<file path="config.mk">
export PLATFORM = sky130hd
export DESIGN_NAME = spi_coeff_loader
export DESIGN_NICKNAME = d
export VERILOG_FILES = /design/src/rtl/coeff_pkg.sv /design/src/rtl/sync_pulse.sv /design/src/rtl/spi_coeff_loader.sv
export SDC_FILE = /design/constraint.sdc
export NUM_CORES = 2
export LEC_CHECK = 0
export CAP_MARGIN = 20
export CORE_MARGIN = 8
export CORE_UTILIZATION = 46
export CTS_CLUSTER_DIAMETER = 60
export DETAILED_ROUTE_END_ITERATION = 7
export GPL_TIMING_DRIVEN = 0
export PLACE_DENSITY = 0.82
export SYNTH_ARGS = -nofsm -noshare
export SYNTH_HDL_FRONTEND = slang
export SYNTH_SLANG_ARGS = --single-unit
</file>
<file path="constraint.sdc">
create_clock -name clk -period 24.9 [get_ports clk]
set_input_delay 4.98 -clock clk [delete_from_list [all_inputs] [get_ports clk]]
set_output_delay 4.98 -clock clk [all_outputs]
set_load 0.03 [all_outputs]
</file>
<file path="src/rtl/coeff_pkg.sv">
// coeff_pkg: shared constants, default coefficient bank and FSM states for the coefficient loader
package coeff_pkg;
  localparam int N_WORDS = 21;
  localparam int WORD_W = 16;
  localparam int FRAME_W = N_WORDS * WORD_W;
  localparam logic [WORD_W-1:0] COEFF_ONE = 16'h4000;
  localparam int B0 = 0;
  localparam int B1 = 1;
  localparam int B2 = 2;
  localparam int A1 = 3;
  localparam int A2 = 4;
  localparam int STAGE_STRIDE = 5;
  localparam int GAIN_IDX = 20;
  typedef enum logic [1:0] {IDLE, SAMPLE, VERIFY, PENDING} state_t;
  // word 0 sits in the top bits because it is the first word shifted in
  function automatic logic [WORD_W-1:0] coeff_word(input logic [FRAME_W-1:0] frame, input int k);
    return frame[FRAME_W-1-k*WORD_W -: WORD_W];
  endfunction
  // unity passthrough: every b0 and the master gain at 1.0, everything else zero
  function automatic logic [FRAME_W-1:0] default_bank();
    logic [FRAME_W-1:0] b;
    b = '0;
    for (int k = 0; k < N_WORDS; k++)
      if (k % STAGE_STRIDE == B0 || k == GAIN_IDX) b[FRAME_W-1-k*WORD_W -: WORD_W] = COEFF_ONE;
    return b;
  endfunction
  localparam logic [FRAME_W-1:0] DEFAULT_BANK = default_bank();
endpackage

</file>
<file path="src/rtl/sync_pulse.sv">
// sync_pulse: multi-flop synchroniser followed by a rising-edge detector
module sync_pulse #(
  parameter int STAGES = 2
) (
  input  logic clk,
  input  logic reset,
  input  logic d,
  output logic pulse
);
  logic [STAGES-1:0] sync;
  logic prev;
  // shift the async level through the chain and remember the last synchronised value
  always_ff @(posedge clk or posedge reset) begin
    if (reset) begin
      sync <= '0;
      prev <= 1'b0;
    end else begin
      sync <= {sync[STAGES-2:0], d};
      prev <= sync[STAGES-1];
    end
  end
  assign pulse = sync[STAGES-1] & ~prev;
endmodule

</file>
<file path="src/rtl/spi_coeff_loader.sv">
// spi_coeff_loader: moves a verified SPI coefficient frame into the live bank on a sample boundary
module spi_coeff_loader
  import coeff_pkg::*;
#(
  parameter int SYNC_STAGES = 2,
  parameter int MAX_RETRY = 3
) (
  input  logic               clk,
  input  logic               reset,
  input  logic [FRAME_W-1:0] spi_data,
  input  logic               spi_valid,
  input  logic               sample_tick,
  output logic [FRAME_W-1:0] coeff_out,
  output logic               coeff_update,
  output logic               pending,
  output logic [7:0]         frame_count,
  output logic               drop_err
);
  localparam int RW = $clog2(MAX_RETRY + 1);
  state_t state, state_nx;
  logic [RW-1:0] retry, retry_nx;
  logic [FRAME_W-1:0] shadow;
  logic valid_edge, load, commit, drop;
  sync_pulse #(.STAGES(SYNC_STAGES)) u_sync (
    .clk   (clk),
    .reset (reset),
    .d     (spi_valid),
    .pulse (valid_edge)
  );
  // the bus is never synchronised; two samples that agree prove it has settled
  always_comb begin
    state_nx = state;
    retry_nx = retry;
    load = 1'b0;
    commit = 1'b0;
    drop = 1'b0;
    case (state)
      IDLE: state_nx = valid_edge ? SAMPLE : IDLE;
      SAMPLE: begin
        load = 1'b1;
        state_nx = VERIFY;
      end
      VERIFY:
        if (spi_data == shadow) begin
          state_nx = PENDING;
          retry_nx = '0;
        end else if (retry < RW'(MAX_RETRY)) begin
          state_nx = SAMPLE;
          retry_nx = retry + 1'b1;
        end else begin
          state_nx = IDLE;
          retry_nx = '0;
          drop = 1'b1;
        end
      PENDING: begin
        commit = sample_tick;
        state_nx = valid_edge ? SAMPLE : sample_tick ? IDLE : PENDING;
      end
      default: state_nx = IDLE;
    endcase
  end
  // FSM state and retry counter
  always_ff @(posedge clk or posedge reset) begin
    if (reset) begin
      state <= IDLE;
      retry <= '0;
    end else begin
      state <= state_nx;
      retry <= retry_nx;
    end
  end
  // shadow captures the bus for comparison; a dropped frame leaves nothing behind
  always_ff @(posedge clk or posedge reset) begin
    if (reset) shadow <= '0;
    else if (load) shadow <= spi_data;
    else if (drop) shadow <= '0;
  end
  // live bank changes as a whole only on a commit, so the filter never sees a half-updated set
  always_ff @(posedge clk or posedge reset) begin
    if (reset) begin
      coeff_out <= DEFAULT_BANK;
      frame_count <= '0;
    end else if (commit) begin
      coeff_out <= shadow;
      frame_count <= frame_count + 8'd1;
    end
  end
  assign coeff_update = commit;
  assign drop_err = drop;
  assign pending = state == PENDING;
endmodule

</file>
* Yosys cells after proc, flatten, opt, wreduce, memory -nomap -nowiden
Cells that the tools add are included.
** Word-level totals
- Logic and storage cells :: 33
- Output and inout port bits :: 347
- Bits in registers :: 687
- Bits of input ports :: 340
** Cells by class
- Bitwise gates (word level) :: 2
- Reductions and logical operators :: 2
- Magnitude comparators :: 1
- Eq/ne operators :: 4
- $add $sub $neg :: 2
- Muxes and demuxes :: 15
** Operators by type and width (count)
- two-way mux 336 bit :: 2
- == test 336 bit :: 1
- two-way mux 2 bit :: 5
- adder 8 x 1 -> 8 bit (second input constant) :: 1
- one-hot mux 2 bit (4 select lines) :: 1
- two-way mux 1 bit :: 7
- == test 2 bit (second input constant) :: 2
- adder 2 x 1 -> 2 bit (second input constant) :: 1
- == test 2 x 1 -> 1 bit (second input constant) :: 1
- logical NOT 2 bit :: 1
- < comparator 2 bit (second input constant) :: 1
- nonzero test 2 bit :: 1
- bitwise AND 1 bit :: 1
- NOT 1 bit :: 1

* Longest topological paths before layout
- Word-level depth :: 6
- Mapped depth :: 9
- Mapped depth without buffers :: 7

* Cells and area by module
Synthesis repeated with hierarchy kept, for this count alone.
** Unflattened totals
- Cell total of the unflattened synthesis :: 3381
- Area, all modules :: 31524.0 um^2
** Modules (own cells, without submodules)
- spi_coeff_loader :: instances 1, cells each 3376, sequential area each 17122.7 um^2, area an instance 31431.4 um^2
- sync_pulse :: instances 1, cells each 5, sequential area each 75.1 um^2, area an instance 92.6 um^2

* Worst setup path before layout
OpenSTA, ideal clock, no wires.
- Path kind :: input to output
- Start :: input spi_data[92]
- End :: output drop_err
- Path slack :: 13528 ps
- Data arrival time :: 6392 ps
- Buffers on the path :: 1
- Cell stages on the path :: 7
- Required time :: 19920 ps
- Cell sequence :: xnor2_1 nand4_1 nor4_1 nand3_1 nor4_2 a21oi_2 clkbuf_1
** Between the ends
- Cells in the longest elaborated chain, start to end :: 3
** RTL lines
- start, declared :: line spi_coeff_loader.sv:10 : input logic [FRAME_W-1:0] spi_data,
- == test 336 bit :: line spi_coeff_loader.sv:44 : if (spi_data == shadow) begin
- two-way mux 1 bit :: line spi_coeff_loader.sv:44
- two-way mux 1 bit :: line spi_coeff_loader.sv:37 : case (state)
- end, declared :: line spi_coeff_loader.sv:17 : output logic drop_err
Every way passes these cells.

* Worst setup path in the final report
- Start :: input spi_data[211]
- End :: output drop_err
Same word-level chain as after synthesis.

==> results.toml <==
[timing]
whs_ns = 0.350
min_period_ns = 14.68
tightest_slew_ns = 1.08
relSlewSlack_pct = 27.9
clock.fmax_mhz = 68.1
setup_viol = 0
setup_ws_ns = 10.22
hold_viol = 0
drv_slew = 0
fin_crit_sh_pct = 59.0
fin_skew_ns = 0.0229
rsz0062_at_grt = "no"

[worst_setup_path]
reg2reg_slack_ns = 20.60
worst-path-buf-inv = 3
cp-startpoint = "spi_data[211]"
timing.rr.start = "shadow[211]$_DFFE_PP0P_"
crit_chain = "clkdlybuf4s50_1 -> xnor2_1 -> nand4_1 -> nor4_1 -> nand3_1 -> nor4_2 -> a21oi_2 -> clkbuf_1 -> clkdlybuf4s50_1"
crit_fanout = 10
worstReg2RegEnd = "shadow[11]$_DFFE_PP0P_"
reg2reg_depth = 9
slowest_stage = "nor4_1"
required_ns = 19.92
cp_top_family = "simple AND/OR/NAND/NOR gates"
crit_top_cell = "clkdlybuf4s50_1"
cpPeakStageDelay_ns = 0.98
critPathLaunchType = "input port"
end_kind = "output port"
arrival_ns = 9.70
path_class = "input port to output port"

[clock_tree]
clock_latency_ns = 0.62
path_clk_slew_ns = 0.05
post_cts_resized = 0
h-tree-depth = 3
tritoncts.num_buffers = 78
post_cts_buffers = 0
cts_sinks = 687
clock_path_buffers = 3
postCtsHoldBufs = 0
cts_tree = "yes"
cts_root_buffer = "clkbuf_16"

[floorplanning]
die_h_um = 278
ios = 687
num_rows = 96
die_x_um = 278
start_util_pct = 46.2
die-area_mm2 = 0.0771
core-area_mm2 = 0.0682

[synthesis]
syn_area_mm2 = 0.0315
syn-num-nets = 3722
synth-seq-cells = 687
ys_types = 28
synthArstFlopShare_pct = 100
synth_commonest_cells = "1021 x nand2_1, 682 x dfrtp_1, 674 x nor2_1"
synth_most_common_cell = "nand2_1"
synth.avg_cell_area_um2 = 9.32
synth_flop_cell = "dfrtp_1"
yosysWarnings = 0
synth_top_area_share_pct = 54.2
yosysTopAreaCell = "dfrtp_1"
synth-edff-count = 0
synth_area_leaders = "dfrtp_1 54%, nand2_1 12%, xnor2_1 9.5%"
synth_cells = 3380
seq_area_frac_synth_pct = 54.6

[outcome]
outcome = "finished clean"

[routing]
wl_per_cell_um = 27.2
drt_iter0_drc = 2655
drc_errors = 0
drt_wl_total_mm = 140
antenna_left = 0
vias = 28113
drt_pre_antenna_iters = 5
vias_per_cell = 5.46

[hold_path]
hold-path-cell-count = 0
hold_path.class = "flop to flop"
min_to = "u_sync.sync[1]$_DFF_PP0_"
holdCritStartpoint = "u_sync.sync[0]$_DFF_PP0_"

[place]
place.gp.congestion = 0.952
dp_slack_ns = 10.31
dpl.hpwl_mm = 112
postPlaceCellArea_mm2 = 0.0397
io_buffers = 686

[global_route]
first_global_vias = 28265
grt_first_pass_wirelength_mm = 198
grt_max_degree = 132
grtUsageTotal_pct = 35.3
grt_antenna_before_repair = 61
grt_overflow = 0

[layout]
fin_nets = 4496
area_growth_pct = 34.6
drive_above_1_share_pct = 11.1
fin_area_mm2 = 0.0424

[power]
p_leak_nw = 18.3
power_density_mw_per_mm2 = 151
ir_drop_mv = 0.0941

[flow_run]
drv_cap = 0
## cell usage in the layout, fill, tap and decap left out, drive strengths merged
cell              n
a21oi             1
a32o              1
and2              2
and3              2
buf              45
bufinv            4
clkbuf          263
clkdlybuf4s50   686
clkinv           14
clkinvlp          2
dfrtp           682
dfstp             5
diode            51
ha                2
inv               6
nand2          1021
nand2b            2
nand3             1
nand4            91
nor2            674
nor2b             4
nor3            336
nor4             22
o21ai             2
o22ai             1
o41ai             1
xnor2           342
xor2              1
## flip-flops by register name, indices dropped and copies added, names as in the netlist
signal / cells
coeff_out: 336
state: 2
shadow: 336
u_sync.prev: 1
frame_count: 8
retry: 2
u_sync.sync: 2
## power breakdown
part	internal, W	switching, W	leakage (nW)
Combinational	0.00115	0.00196	8.93
Clock	0.000689	0.000485	1.28
Sequential	0.00167	0.000465	8.12
## worst reg2reg max path, cell delays in order (launching register included)
cell and delay, ns:
dfrtp_1 0.39, xnor2_1 0.74, nand4_1 0.46, nor4_1 0.98, nand3_1 0.18, nor4_2 0.56, a21oi_2 0.20, buf_2 0.28
buf_6 0.22, nor3_2 0.20
## per-layer routing
| layer | part of all wire, % | global-route usage, % | up-vias |
|---|---|---|---|
| met2 | 47 | 56.8 | 1484 |
| li1 | - | - | 12301 |
| met1 | 36 | 41.3 | 13902 |
| met3 | 11 | 11.0 | 392 |
| met4 | 6.9 | 21.2 | 34 |
| met5 | 0.16 | 0 | - |
## worst max-delay path by stage
| stage | to | slack (ns) | cells past startpoint |
|---|---|---|---|
| floorplan | coeff_out[0]$_DFFE_PP0P_ | 0.67 | 1 |
| global placement | coeff_out[155]$_DFFE_PP0P_ | -7.75 | 2 |
| CTS | drop_err | 10.30 | 9 |
| finish | drop_err | 10.22 | 9 |
| global route | drop_err | 10.01 | 9 |
| detailed placement | drop_err | 10.31 | 9 |
## cell families after synthesis
group | after synthesis | synth area share (%)
and+or+nand+nor | 2155 | 32.6
DFF | 687 | 54.6
xor gates and xnor gates | 343 | 9.53
buffers and inverters | 187 | 3.07
AOI/OAI and AO/OA | 6 | 0.139
adders and majority gates | 2 | 0.0794
## stage by stage
stage | power, W | util, % | cells | setup TNS (ns)
CTS | 0.00642 | 62.0 | 5095 | 0
global route | 0.00670 | 62.1 | 5131 | 0
floorplan | 0.00380 | - | 3380 | 0
global placement | 0.00513 | 57.9 | 4948 | -5191.28
detailed placement | 0.00522 | 58.2 | 4956 | 0
finish | 0.00642 | 62.2 | 5146 | 0
## area by class of cell
class | instances | area [um2]
antenna | 51 | 128
buffer | 185 | 958
clock buffer | 115 | 2310
clock inverter | 24 | 292
fill | 5564 | 25800
inverter | 2 | 15.0
multi-input combinational | 2506 | 13300
sequential | 687 | 17200
tap | 882 | 1100
timing repair buffer | 694 | 7060
No activity file was read; power rests on OpenSTA's default activity.
